==> src/rtl/run_ctrl.sv <==
// Run-control sequencer: reset / run / single-step / halt the core.
// Define RUN_CTRL_CYCLE_SAT_EN to make the cycle counter saturate.
module run_ctrl #(
  parameter int PC_W  = 16,
  parameter int CNT_W = 32
) (
  input  logic             clk,
  input  logic             reset,
  input  logic             run_btn,
  input  logic             step_btn,
  input  logic             stop_btn,
  input  logic             clr_btn,
  input  logic             is_halt,
  input  logic [PC_W-1:0]  pc,
  input  logic             brk_en,
  input  logic [PC_W-1:0]  brk_adr,
  output logic             core_reset,
  output logic             core_en,
  output logic             halting,
  output logic [1:0]       state,
  output logic [1:0]       halt_cause,
  output logic [CNT_W-1:0] cycles
);

  localparam logic [1:0] S_IDLE = 2'd0;
  localparam logic [1:0] S_RUN  = 2'd1;
  localparam logic [1:0] S_STEP = 2'd2;
  localparam logic [1:0] S_HALT = 2'd3;

  localparam logic [1:0] C_NONE = 2'd0;
  localparam logic [1:0] C_INSN = 2'd1;
  localparam logic [1:0] C_USER = 2'd2;
  localparam logic [1:0] C_BRK  = 2'd3;

  logic [3:0]       r_s1, r_s2, r_s3;
  logic [3:0]       w_btn, w_edge;
  logic             w_run, w_step, w_stop, w_clr;
  logic [1:0]       r_state, w_nstate;
  logic [1:0]       r_cause, w_ncause;
  logic             r_skip;
  logic             w_bp;
  logic [CNT_W-1:0] r_cnt, w_cnt_inc;

  assign w_btn  = {clr_btn, stop_btn, step_btn, run_btn};
  assign w_edge = r_s2 & ~r_s3;
  assign w_run  = w_edge[0];
  assign w_step = w_edge[1];
  assign w_stop = w_edge[2];
  assign w_clr  = w_edge[3];

  always_ff @(posedge clk or posedge reset) begin
    if (reset) begin
      r_s1 <= '0;
      r_s2 <= '0;
      r_s3 <= '0;
    end else begin
      r_s1 <= w_btn;
      r_s2 <= r_s1;
      r_s3 <= r_s2;
    end
  end

  // skip suppresses the breakpoint on the first cycle after entering RUN
  assign w_bp = (r_state == S_RUN) & brk_en
              & (pc == brk_adr) & ~r_skip;

  always_ff @(posedge clk or posedge reset) begin
    if (reset) begin
      r_state <= S_IDLE;
      r_cause <= C_NONE;
      r_skip  <= 1'b0;
    end else begin
      r_state <= w_nstate;
      r_cause <= w_ncause;
      r_skip  <= (w_nstate == S_RUN)
               && (r_state != S_RUN);
    end
  end

  always_comb begin
    w_nstate = r_state;
    w_ncause = r_cause;
    if (w_clr) begin
      w_nstate = S_IDLE;
      w_ncause = C_NONE;
    end else begin
      unique case (r_state)
        S_IDLE: begin
          if (!w_stop && w_run) begin
            w_nstate = S_RUN;
            w_ncause = C_NONE;
          end else if (!w_stop && w_step) begin
            w_nstate = S_STEP;
            w_ncause = C_NONE;
          end
        end
        S_RUN: begin
          if (w_bp) begin
            w_nstate = S_HALT;
            w_ncause = C_BRK;
          end else if (w_stop) begin
            w_nstate = S_HALT;
            w_ncause = C_USER;
          end else if (is_halt) begin
            w_nstate = S_HALT;
            w_ncause = C_INSN;
          end
        end
        S_STEP: begin
          w_nstate = S_HALT;
          w_ncause = is_halt ? C_INSN : C_USER;
        end
        S_HALT: begin
          // a halt instruction can only be left through clr
          if (r_cause != C_INSN && !w_stop) begin
            if (w_run) begin
              w_nstate = S_RUN;
              w_ncause = C_NONE;
            end else if (w_step) begin
              w_nstate = S_STEP;
              w_ncause = C_NONE;
            end
          end
        end
      endcase
    end
  end

  always_comb begin
    core_reset = (r_state == S_IDLE);
    halting    = (r_state == S_HALT);
    state      = r_state;
    halt_cause = r_cause;
    cycles     = r_cnt;
    unique case (r_state)
      S_RUN:   core_en = ~w_bp & ~w_stop & ~w_clr;
      S_STEP:  core_en = ~w_clr;
      default: core_en = 1'b0;
    endcase
  end

`ifdef RUN_CTRL_CYCLE_SAT_EN
  assign w_cnt_inc = (&r_cnt) ? r_cnt : r_cnt + CNT_W'(1);
`else
  assign w_cnt_inc = r_cnt + CNT_W'(1);
`endif

  always_ff @(posedge clk or posedge reset) begin
    if (reset)
      r_cnt <= '0;
    else if (w_clr)
      r_cnt <= '0;
    else if (core_en)
      r_cnt <= w_cnt_inc;
  end

endmodule
==> config.mk <==
export PLATFORM = sky130hd
export DESIGN_NAME = run_ctrl
export DESIGN_NICKNAME = d
export VERILOG_FILES = /design/src/rtl/run_ctrl.sv
export SDC_FILE = /design/constraint.sdc
export NUM_CORES = 1
export LEC_CHECK = 0
export CAP_MARGIN = 20
export CELL_PAD_IN_SITES_DETAIL_PLACEMENT = 0
export CELL_PAD_IN_SITES_GLOBAL_PLACEMENT = 1
export CORE_MARGIN = 1.5
export CORE_UTILIZATION = 36
export CTS_CLUSTER_DIAMETER = 40
export DETAILED_ROUTE_END_ITERATION = 8
export GPL_ROUTABILITY_DRIVEN = 0
export GPL_TIMING_DRIVEN = 0
export PLACE_DENSITY = 0.86
export RECOVER_POWER = 50
export SLEW_MARGIN = 0
export SYNTH_ARGS = -nofsm -noshare
export SYNTH_HDL_FRONTEND = slang
export SYNTH_SLANG_ARGS = --single-unit
==> constraint.sdc <==
create_clock -name clk -period 3.5 [get_ports clk]
set_input_delay 1.05 -clock clk [delete_from_list [all_inputs] [get_ports clk]]
set_output_delay 1.05 -clock clk [all_outputs]
set_load 0.02 [all_outputs]
==> metrics.cfg <==
[route]
routedWlPerCell_um=14.9
drt-total-wl_mm=6.93
final_antenna_net_count=0
dr.first_iter.drc_count=118
viasPerCell=5.14
via_count=2392
route.detailed.drc=0
drtPass1Iterations=4

[layout]
instances_no_fill=465
area_growth_pct=39.9
drive_above_1_share_pct=13.1
antenna_cells=0
layout_commonest_cell=dfrtp_1
final_cell_mix=49 x dfrtp_1, 36 x clkdlybuf4s50_1, 30 x nor2_1
fin_nets=410

[status]
status=finished, final reports clean

[synth]
syn_area_per_cell_um2=9.83
synth-xor-area-share_pct=12.3
synth-seq-area-share_pct=45.4
synth_top_family_by_area=simple AND/OR/NAND/NOR gates
synth-edff-count=0
synth-adder-area-share_pct=2.31
async_reset_ff_share_pct=100
yosysWarnings=0
synth_seq_cells=49
syn-num-nets=320
netlist_area_um2=2700
synth_flop_cell=dfrtp_1
syn_inst=275
synth-simple-area-share_pct=20.0
synth_cell_types=52
synth_compound_area_share_pct=15.2
muxShareOfSynthArea_pct=0.370

[global_route]
antenna_found_initial=0
grt_pass1_vias=2320
grt_overflow_total=0
grt_usage_pct=18.5
grt_max_degree=32
grt_pass1_wl_mm=11.2

[timing]
rsz0062_at_grt=false
setup_tns_ns=0
final-hold-violation-count=0
finalCriticalPeriod_ns=3.44
fmax_mhz=291
skew_ns=0.00604
slew_violations=0
fin_crit_sh_pct=98.2
worst_pin_slew_ns=0.816
finalSetupViolCount=0
slew_headroom_pct=45.2

[power_and_ir_drop]
vdd_drop_max_mv=0.246
p_leak_nw=1.57
finalPower_mw=1.80
p_per_area_nw_per_um2=475

[clocking]
clk_pin_slew_worst_paths_ns=0.09
hold_buffers=0
numCtsBuffers=5
clock_path_buffers=2
cts_max_level=2
clkLatencyLatePin_ns=0.31
cts_tree=built
cts_sinks=49
clockRootBuffer=clkbuf_8

[worst_hold_path]
hold_class=register to register

[floorplanning]
dieWidth_um=89.6
fp-row-count=31
initial_core_util_pct=37.3
coreArea_um2=7250
io_pins=79
die_h_um=89.6
dieArea_um2=8040

[setup_path]
required_ns=2.45
crit_type=input port to primary output
cp_max_fo=2
end_kind=primary output
worstPathArrival_ns=2.39
critPathLaunchType=input port

[placed_design]
dp.cells=453
hpwl_mm=5.04
port_buffers=78

[run]
drv_cap=0

-- critical path: stages --
cell           delay, ns
dlygate4sd2_1       0.24
xnor2_1             0.12
nand4_1             0.15
nor3_4              0.07
a211o_4             0.33
and2_4              0.17
nor2_4              0.12
buf_6               0.13
-- where the power goes --
| part | internal (mW) | total [mW] | switching, mW |
|---|---|---|---|
| Sequential | 0.607 | 0.652 | 0.0450 |
| Clock | 0.284 | 0.481 | 0.197 |
| Combinational | 0.289 | 0.663 | 0.374 |
| Total | 1.18 | 1.80 | 0.615 |
-- metal layers --
metal  global-route usage (%)  part of all wire (%)
met5                        0                     0
met4                     5.17                   1.1
met3                     2.93                   4.7
met2                     30.1                    48
met1                     25.5                    46
-- final cells by class --
class	instances	area [µm²]
well taps	99	124
clock inverters	3	65.1
flip-flops and latches	49	1230
plain buffers	10	70.1
clock buffers	5	68.8
inverters	13	48.8
repair buffers	83	756
fillers	690	3470
multi-input cells	203	1420
-- stage by stage --
stage                     hold slack, ns  setup slack [ns]  utilization (%)  cell area (µm²)
after floorplan                    0.331             0.231                -             2700
after global placement             0.333             -1.07             49.7             3610
after detailed placement           0.335             -1.11             50.0             3630
after CTS                          0.357           0.00358             52.3             3800
after global routing               0.368           0.00673             52.1             3780
final                              0.354            0.0641             52.1             3780
-- cell families after synthesis --
logic type	Yosys count
AO/OA/AOI/OAI	59
XOR/XNOR	38
adder cells (fa/ha/maj)	5
buffers and inverters	23
flip-flops	49
multiplexers	1
AND/OR/NAND/NOR	100
-- path summary, 6_finish.rpt --
kind                                    startpoint                endpoint  slack [ns]  cells after the start
worst max-delay path                        pc[13]                 core_en        0.06                      8
max in group asynchronous                    reset   cycles[4]$_DFFE_PP0P_        1.01                      3
worst min register to register   r_s1[3]$_DFF_PP0_       r_s2[3]$_DFF_PP0_        0.35                      0
worst max register to register  state[1]$_DFF_PP0_  cycles[31]$_DFFE_PP0P_        0.60                     10
worst min-delay path             r_s1[3]$_DFF_PP0_       r_s2[3]$_DFF_PP0_        0.35                      0
min in group asynchronous                    reset       r_s1[1]$_DFF_PP0_        1.28                      2
-- what timing repair did --
action                     CTS  global route
setup endpoints to repair    1             1
buffers inserted             4             0
gates cloned                 0             0
pin swaps                   24             2
resized for setup           69             1
-- flip-flops by register name, indices dropped and copies added (netlist names) --
register and count:
cycles 32, r_s1 4, r_s2 4, r_s3 4, halt_cause 2, state 2, r_skip 1
-- cells in the mapped netlist (2+ instances only) --
cell type / instances / area, µm²
a2111oi_0: 2 / 17.5
a211oi_1: 9 / 67.6
a21oi_1: 14 / 70.1
a31oi_1: 2 / 12.5
and2_1: 2 / 12.5
and3_2: 4 / 30.0
buf_6: 3 / 33.8
clkbuf_1: 4 / 15.0
dfrtp_1: 49 / 1230
ha_1: 5 / 62.6
inv_1: 13 / 48.8
nand2_1: 21 / 78.8
nand2b_1: 2 / 12.5
nand3_1: 10 / 50.1
nand4_1: 5 / 31.3
nor2_1: 31 / 116
nor2b_1: 6 / 37.5
nor3_1: 2 / 10.0
o2111ai_1: 2 / 17.5
o211a_1: 2 / 20.0
o211ai_1: 3 / 22.5
o21ai_0: 12 / 60.1
or3_1: 6 / 37.5
or3_2: 2 / 15.0
xnor2_1: 31 / 272
xor2_1: 7 / 61.3
No activity file was read; power rests on OpenSTA's default activity.
